## config.mk

```make
export PLATFORM = sky130hd
export DESIGN_NAME = reservation_station
export DESIGN_NICKNAME = d
export VERILOG_FILES = /design/src/rtl/rs_pkg.sv /design/src/rtl/rs_bank.sv /design/src/rtl/reservation_station.sv
export SDC_FILE = /design/constraint.sdc
export NUM_CORES = 2
export LEC_CHECK = 0
export ABC_CLOCK_PERIOD_IN_PS = 25700
export CAP_MARGIN = 5
export CORE_ASPECT_RATIO = 1.75
export CORE_MARGIN = 4
export CORE_UTILIZATION = 58
export DETAILED_ROUTE_END_ITERATION = 7
export GPL_TIMING_DRIVEN = 0
export HOLD_SLACK_MARGIN = 0.1
export PLACE_DENSITY = 0.8
export SETUP_SLACK_MARGIN = 0.5
export SLEW_MARGIN = 10
export SYNTH_ARGS = -nofsm -noshare
export SYNTH_HDL_FRONTEND = slang
export SYNTH_SLANG_ARGS = --single-unit
```

## constraint.sdc

```tcl
create_clock -name clk -period 25.7 [get_ports clk]
set_input_delay 2.57 -clock clk [delete_from_list [all_inputs] [get_ports clk]]
set_output_delay 2.57 -clock clk [all_outputs]
set_load 0.005 [all_outputs]
```

## src/rtl/rs_pkg.sv

```systemverilog
// Shared types and constants for the reservation station: the entry record, the
// 160-bit issue packet, the bank-select codes and the "no broadcast" CDB tag.
package rs_pkg;

    localparam int TAG_W = 32;
    localparam int PKT_W = 160;

    localparam logic [1:0]       RS_SEL_ADD = 2'd0;
    localparam logic [1:0]       RS_SEL_MUL = 2'd1;
    localparam logic [TAG_W-1:0] CDB_NONE   = 32'hFFFF_FFFF;

    typedef struct packed {
        logic             valid;
        logic [TAG_W-1:0] ps1;
        logic             ps1_rdy;
        logic [TAG_W-1:0] ps2;
        logic             ps2_rdy;
        logic [TAG_W-1:0] rd;
        logic [TAG_W-1:0] pd;
        logic [TAG_W-1:0] rob_entry;
    } rs_entry_t;

    typedef struct packed {
        logic [TAG_W-1:0] rob_entry;
        logic [TAG_W-1:0] pd;
        logic [TAG_W-1:0] rd;
        logic [TAG_W-1:0] ps2;
        logic [TAG_W-1:0] ps1;
    } rs_pkt_t;

    // A real broadcast never carries the sentinel tag.
    function automatic logic tag_hit(input logic [TAG_W-1:0] tag, input logic [TAG_W-1:0] cdb);
        return (cdb != CDB_NONE) && (tag == cdb);
    endfunction

    function automatic rs_pkt_t entry_pkt(input rs_entry_t e);
        return '{rob_entry: e.rob_entry, pd: e.pd, rd: e.rd, ps2: e.ps2, ps1: e.ps1};
    endfunction

endpackage

```

## src/rtl/rs_bank.sv

```systemverilog
// One reservation-station bank: DEPTH entries with dispatch, CDB wakeup and
// lowest-index issue select. Optional macro RS_CDB_BYPASS_EN captures a same-cycle broadcast at dispatch.
import rs_pkg::*;

module rs_bank #(
    parameter int DEPTH = 4
) (
    input  logic             clk,
    input  logic             rst,
    input  logic             dispatch_en,
    input  logic             dispatch_ps_ready1,
    input  logic             dispatch_ps_ready2,
    input  logic [TAG_W-1:0] ps1,
    input  logic [TAG_W-1:0] ps2,
    input  logic [TAG_W-1:0] rd,
    input  logic [TAG_W-1:0] pd,
    input  logic [TAG_W-1:0] rob_entry,
    input  logic [TAG_W-1:0] cdb_ps_id,
    input  logic             fu_busy,
    output logic             issue_valid,
    output rs_pkt_t          issue_pkt
);

    rs_entry_t        entries_r [DEPTH];
    logic [DEPTH-1:0] free_oh_s;
    logic [DEPTH-1:0] sel_oh_s;
    logic             free_found_s;
    logic             sel_found_s;
    logic             issue_s;
    logic             ps1_rdy_in_s;
    logic             ps2_rdy_in_s;
    logic [PKT_W-1:0] pkt_s;

`ifdef RS_CDB_BYPASS_EN
    assign ps1_rdy_in_s = dispatch_ps_ready1 | tag_hit(ps1, cdb_ps_id);
    assign ps2_rdy_in_s = dispatch_ps_ready2 | tag_hit(ps2, cdb_ps_id);
`else
    assign ps1_rdy_in_s = dispatch_ps_ready1;
    assign ps2_rdy_in_s = dispatch_ps_ready2;
`endif

    // Priority-encode the lowest free slot and the lowest fully-ready entry.
    always_comb begin
        free_oh_s    = '0;
        sel_oh_s     = '0;
        free_found_s = 1'b0;
        sel_found_s  = 1'b0;
        for (int i = 0; i < DEPTH; i++) begin
            if (!free_found_s && !entries_r[i].valid) begin
                free_oh_s[i] = 1'b1;
                free_found_s = 1'b1;
            end else begin
                free_oh_s[i] = 1'b0;
            end
            if (!sel_found_s && entries_r[i].valid && entries_r[i].ps1_rdy && entries_r[i].ps2_rdy) begin
                sel_oh_s[i] = 1'b1;
                sel_found_s = 1'b1;
            end else begin
                sel_oh_s[i] = 1'b0;
            end
        end
    end

    // One-hot AND-OR mux of the selected entry into the packet.
    always_comb begin
        pkt_s = '0;
        for (int i = 0; i < DEPTH; i++) begin
            pkt_s = pkt_s | ({PKT_W{sel_oh_s[i]}} & entry_pkt(entries_r[i]));
        end
    end

    assign issue_s     = sel_found_s & ~fu_busy;
    assign issue_valid = issue_s;
    assign issue_pkt   = issue_s ? rs_pkt_t'(pkt_s) : '0;

    // Entry storage: reset, dispatch into the free slot, issue invalidate, wakeup.
    always_ff @(posedge clk) begin
        if (rst) begin
            for (int i = 0; i < DEPTH; i++) begin
                entries_r[i].valid   <= 1'b0;
                entries_r[i].ps1_rdy <= 1'b0;
                entries_r[i].ps2_rdy <= 1'b0;
            end
        end else begin
            for (int i = 0; i < DEPTH; i++) begin
                if (dispatch_en && free_oh_s[i]) begin
                    entries_r[i] <= '{valid: 1'b1, ps1: ps1, ps1_rdy: ps1_rdy_in_s,
                                      ps2: ps2, ps2_rdy: ps2_rdy_in_s,
                                      rd: rd, pd: pd, rob_entry: rob_entry};
                end else begin
                    if (issue_s && sel_oh_s[i]) begin
                        entries_r[i].valid <= 1'b0;
                    end
                    if (entries_r[i].valid && tag_hit(entries_r[i].ps1, cdb_ps_id)) begin
                        entries_r[i].ps1_rdy <= 1'b1;
                    end
                    if (entries_r[i].valid && tag_hit(entries_r[i].ps2, cdb_ps_id)) begin
                        entries_r[i].ps2_rdy <= 1'b1;
                    end
                end
            end
        end
    end

endmodule

```

## src/rtl/reservation_station.sv

```systemverilog
// Reservation station top: independent add and multiply banks sharing one
// dispatch port and one CDB. Optional macro RS_CDB_BYPASS_EN (see rs_bank).
import rs_pkg::*;

module reservation_station #(
    parameter int DEPTH = 4
) (
    input  logic             clk,
    input  logic             rst,
    input  logic             dispatch_valid,
    input  logic [1:0]       rs_select,
    input  logic             dispatch_ps_ready1,
    input  logic             dispatch_ps_ready2,
    input  logic [TAG_W-1:0] ps1,
    input  logic [TAG_W-1:0] ps2,
    input  logic [TAG_W-1:0] rd,
    input  logic [TAG_W-1:0] pd,
    input  logic [TAG_W-1:0] rob_entry,
    input  logic [TAG_W-1:0] cdb_ps_id,
    input  logic             add_fu_busy,
    input  logic             multiply_fu_busy,
    output logic             add_regf_we,
    output logic             multiply_fu_ready,
    output logic [PKT_W-1:0] add_cdb,
    output logic [PKT_W-1:0] multiply_cdb
);

    logic    add_en_s;
    logic    mul_en_s;
    rs_pkt_t add_pkt_s;
    rs_pkt_t mul_pkt_s;

    // Select codes 2 and 3 enable neither bank.
    assign add_en_s = dispatch_valid && (rs_select == RS_SEL_ADD);
    assign mul_en_s = dispatch_valid && (rs_select == RS_SEL_MUL);

    rs_bank #(.DEPTH(DEPTH)) u_add_bank (
        .clk                (clk),
        .rst                (rst),
        .dispatch_en        (add_en_s),
        .dispatch_ps_ready1 (dispatch_ps_ready1),
        .dispatch_ps_ready2 (dispatch_ps_ready2),
        .ps1                (ps1),
        .ps2                (ps2),
        .rd                 (rd),
        .pd                 (pd),
        .rob_entry          (rob_entry),
        .cdb_ps_id          (cdb_ps_id),
        .fu_busy            (add_fu_busy),
        .issue_valid        (add_regf_we),
        .issue_pkt          (add_pkt_s)
    );

    rs_bank #(.DEPTH(DEPTH)) u_mul_bank (
        .clk                (clk),
        .rst                (rst),
        .dispatch_en        (mul_en_s),
        .dispatch_ps_ready1 (dispatch_ps_ready1),
        .dispatch_ps_ready2 (dispatch_ps_ready2),
        .ps1                (ps1),
        .ps2                (ps2),
        .rd                 (rd),
        .pd                 (pd),
        .rob_entry          (rob_entry),
        .cdb_ps_id          (cdb_ps_id),
        .fu_busy            (multiply_fu_busy),
        .issue_valid        (multiply_fu_ready),
        .issue_pkt          (mul_pkt_s)
    );

    assign add_cdb      = add_pkt_s;
    assign multiply_cdb = mul_pkt_s;

endmodule

```

==> summary.txt <==
Power
  – Worst VDD drop: roughly 0.067 mV
  – Lkg Pwr: 22.3 nW
  – Overall power: 4.36 mW
  – Power density cells: between 60 and 70 nW/um2

Synthesis
  – Synth area leaders: edfxtp_1, xnor2_1, and2_1
  – Compound-Gate Fraction of Synth Area: between 10 and 15%
  – Synth Area in Adders: 0%
  – Yosys cell types: between 40 and 50
  – Ys async rst share: 0%
  – Synth Flop Type: edfxtp_1
  – Post-synthesis register bit count: between 1000 and 1500
  – Synth top cells by count: edfxtp_1, xnor2_1, nor2_1
  – Main combinational cell family by area after synthesis: compound AO/OA/AOI/OAI gates
  – Synth Instances: 4447
  – Synth Area in Simple Gates: 9.24%
  – EDFF count, synth: between 1000 and 1500
  – Mean Syn Cell Area: 13.3 um2
  – Post-synth top area share: 65.7%
  – Mux share of post-synthesis cell area: less than 1%
  – Synthesized Nets: 4648
  – Area leader, netlist: edfxtp_1
  – Mapped Area: 59200 um2
  – Sequential area share after synthesis: 66.0%
  – Most common cell in the netlist: edfxtp_1
  – Syn. warnings: 0
  – Synth Area in XOR/XNOR: approximately 7.5%

Worst setup path
  – Crit Path Class: in -> out
  – Req. time, crit path: 23.13 ns
  – Worst Setup SP: add_fu_busy
  – Setup crit end kind: output pin
  – Type of origin of the critical path: input pin
  – Worst EP arrival: about 6.6 ns
  – Crit Path Max Fanout: 10
  – Reg2reg start: u_add_bank.entries_r[0][106]$_DFFE_PP_

Clocking
  – Cts bufs inserted: 113
  – # resized after CTS: 0
  – Clock buffer depth: 3
  – Post-CTS Repair Setup Buffers: 0
  – Root Buffer: clkbuf_16
  – H-tree Lvls: 3
  – Cts hold-fix bufs: 0
  – Clk Latency, worst-skew pair: just under 0.8 ns
  – CTS tree: done
  – Clock Pin Slew Worst Setup and Hold Paths: 0.07 ns
  – Clk sink count: 1304

STA
  – Final worst slack: about 17 ns
  – Unrepaired setup endpoints after global routing: no
  – Clock Skews: 0.0311 ns
  – Hold Fails Final Rpt: 0
  – Min Hold Slack: roughly 0.52 ns
  – Worst slew pin tran: approximately 1.4 ns
  – Worst slew margin: under 10%
  – Tmin final: between 9 and 10 ns
  – Max Freq: roughly 0.11 GHz
  – Final Setup Violations: 0
  – Tcrit/Tclk final: between 30 and 40%
  – Max-slew violation count: 0

Min path
  – Hold path startpoint: u_mul_bank.entries_r[1][96]$_DFF_P_
  – Hold WC Path Type: reg -> reg

Routing
  – Initial DRC Count: 6545
  – Routed len/inst: about 38 um
  – Post-Route WL: between 200 and 250 mm
  – Drc violations: 0
  – Pre-antenna DRT Iters: 8
  – Antenna-violating nets left: 0
  – Via count: 45170
  – Routed vias/inst: roughly 6.9

Floorplanning
  – Core ar.: a little over 100000 um2
  – Die ar.: between 100000 and 150000 um2
  – Initial Util: around three fifths
  – Cell Rows: between 150 and 200
  – IO Count: approximately 520
  – Die height: between 400 and 500 um
  – Die X: 250 um

Global routing
  – Total GRT Usage: approximately 45%
  – Vias in the first global route: ~45000
  – First-pass GRT wire length: between 300 and 400 mm
  – Initial antenna violation count: 20
  – Largest net degree at the start of global routing: 88
  – Grt total ovfl: 0

Placement
  – Hpwl dp: approximately 180 mm
  – GP Congestion: just over 1
  – Place WS: about 17 ns
  – Port Buffers: between 400 and 500

Finish
  – Final net count: ~5300
  – Area Growth Syn to Fin: 19.4%
  – Share of cells above drive strength 1: 7.19%

Status
  – Outcome: completed

Flow run
  – Max-cap viol count: 0
[cell usage in the layout, fill, tap and decap left out, drive strengths merged, types with 10 or more instances in the layout]
master / count
diode: 25
a21boi: 320
xnor2: 353
o21ai: 162
a22oi: 162
and2: 320
clkdlybuf4s50: 488
nand4: 115
edfxtp: 1296
xor2: 157
nor4: 70
buf: 198
bufinv: 14
nand2: 186
a221o: 160
nand3: 10
a21oi: 170
nor2: 343
clkinv: 58
inv: 13
a221oi: 161
clkbuf: 407
nor3: 10
[worst max-delay path, stage by stage]
cell and delay [ns]:
clkdlybuf4s50_1 0.62, a21o_1 0.12, clkbuf_1 0.98, clkbuf_1 0.96, clkbuf_1 0.52, a21oi_1 0.28
clkdlybuf4s50_1 0.56
[cells by family after synthesis]
family	after synthesis
compound gates	1151
xor+xnor	510
buf+inv	398
flops	1304
mux	3
simple gates	1081
[through the flow]
stage / cells / cell area [um2] / utilization, % / TNS [ns]
floorplan: 4447 / 59200 / - / 0
global placement: 6261 / 65800 / 65.1 / -1021.03
detailed placement: 6349 / 66900 / 66.2 / 0
CTS: 6559 / 70600 / 69.9 / 0
global route: 6561 / 70600 / 70.0 / 0
finish: 6584 / 70700 / 70.0 / 0
[sequential cells by signal, summed over array words and instances (netlist names)]
| name | count |
|---|---|
| u_mul_bank.entries_r | 652 |
| u_add_bank.entries_r | 652 |
[final cells by class]
type	instances	area, um2
sequential	1304	39100
fill	7128	30300
multi-input combinational	2745	18500
timing repair buffer	576	5920
clock buffer	129	2960
buffer	388	1710
tap	1326	1660
clock inverter	81	796
antenna	25	62.6
inverter	10	45.0
[final timing paths]
check                           slack, ns  cells after the start                                      to
worst max register to register      20.89                      8  u_add_bank.entries_r[1][104]$_DFFE_PP_
worst max-delay path                16.50                      7                            add_cdb[153]
worst min-delay path                 0.52                      2     u_mul_bank.entries_r[1][96]$_DFF_P_
worst min register to register       0.52                      2     u_mul_bank.entries_r[1][96]$_DFF_P_
[report_power, final]
group          leakage, nW  internal, mW  switching (mW)
Clock                 1.84         0.967           0.810
Combinational         8.47        0.0798           0.171
Sequential            12.0          2.33         0.00643
Total                 22.3          3.38           0.987
[layer usage]
layer,GRT usage [%],wire length [um],vias up
li1,-,-,18267
met3,10.7,26500,1029
met5,0,50,-
met1,48.4,75200,22209
met2,73.0,117000,3659
met4,39.9,28500,6
Power figures use the tool's default switching activity.
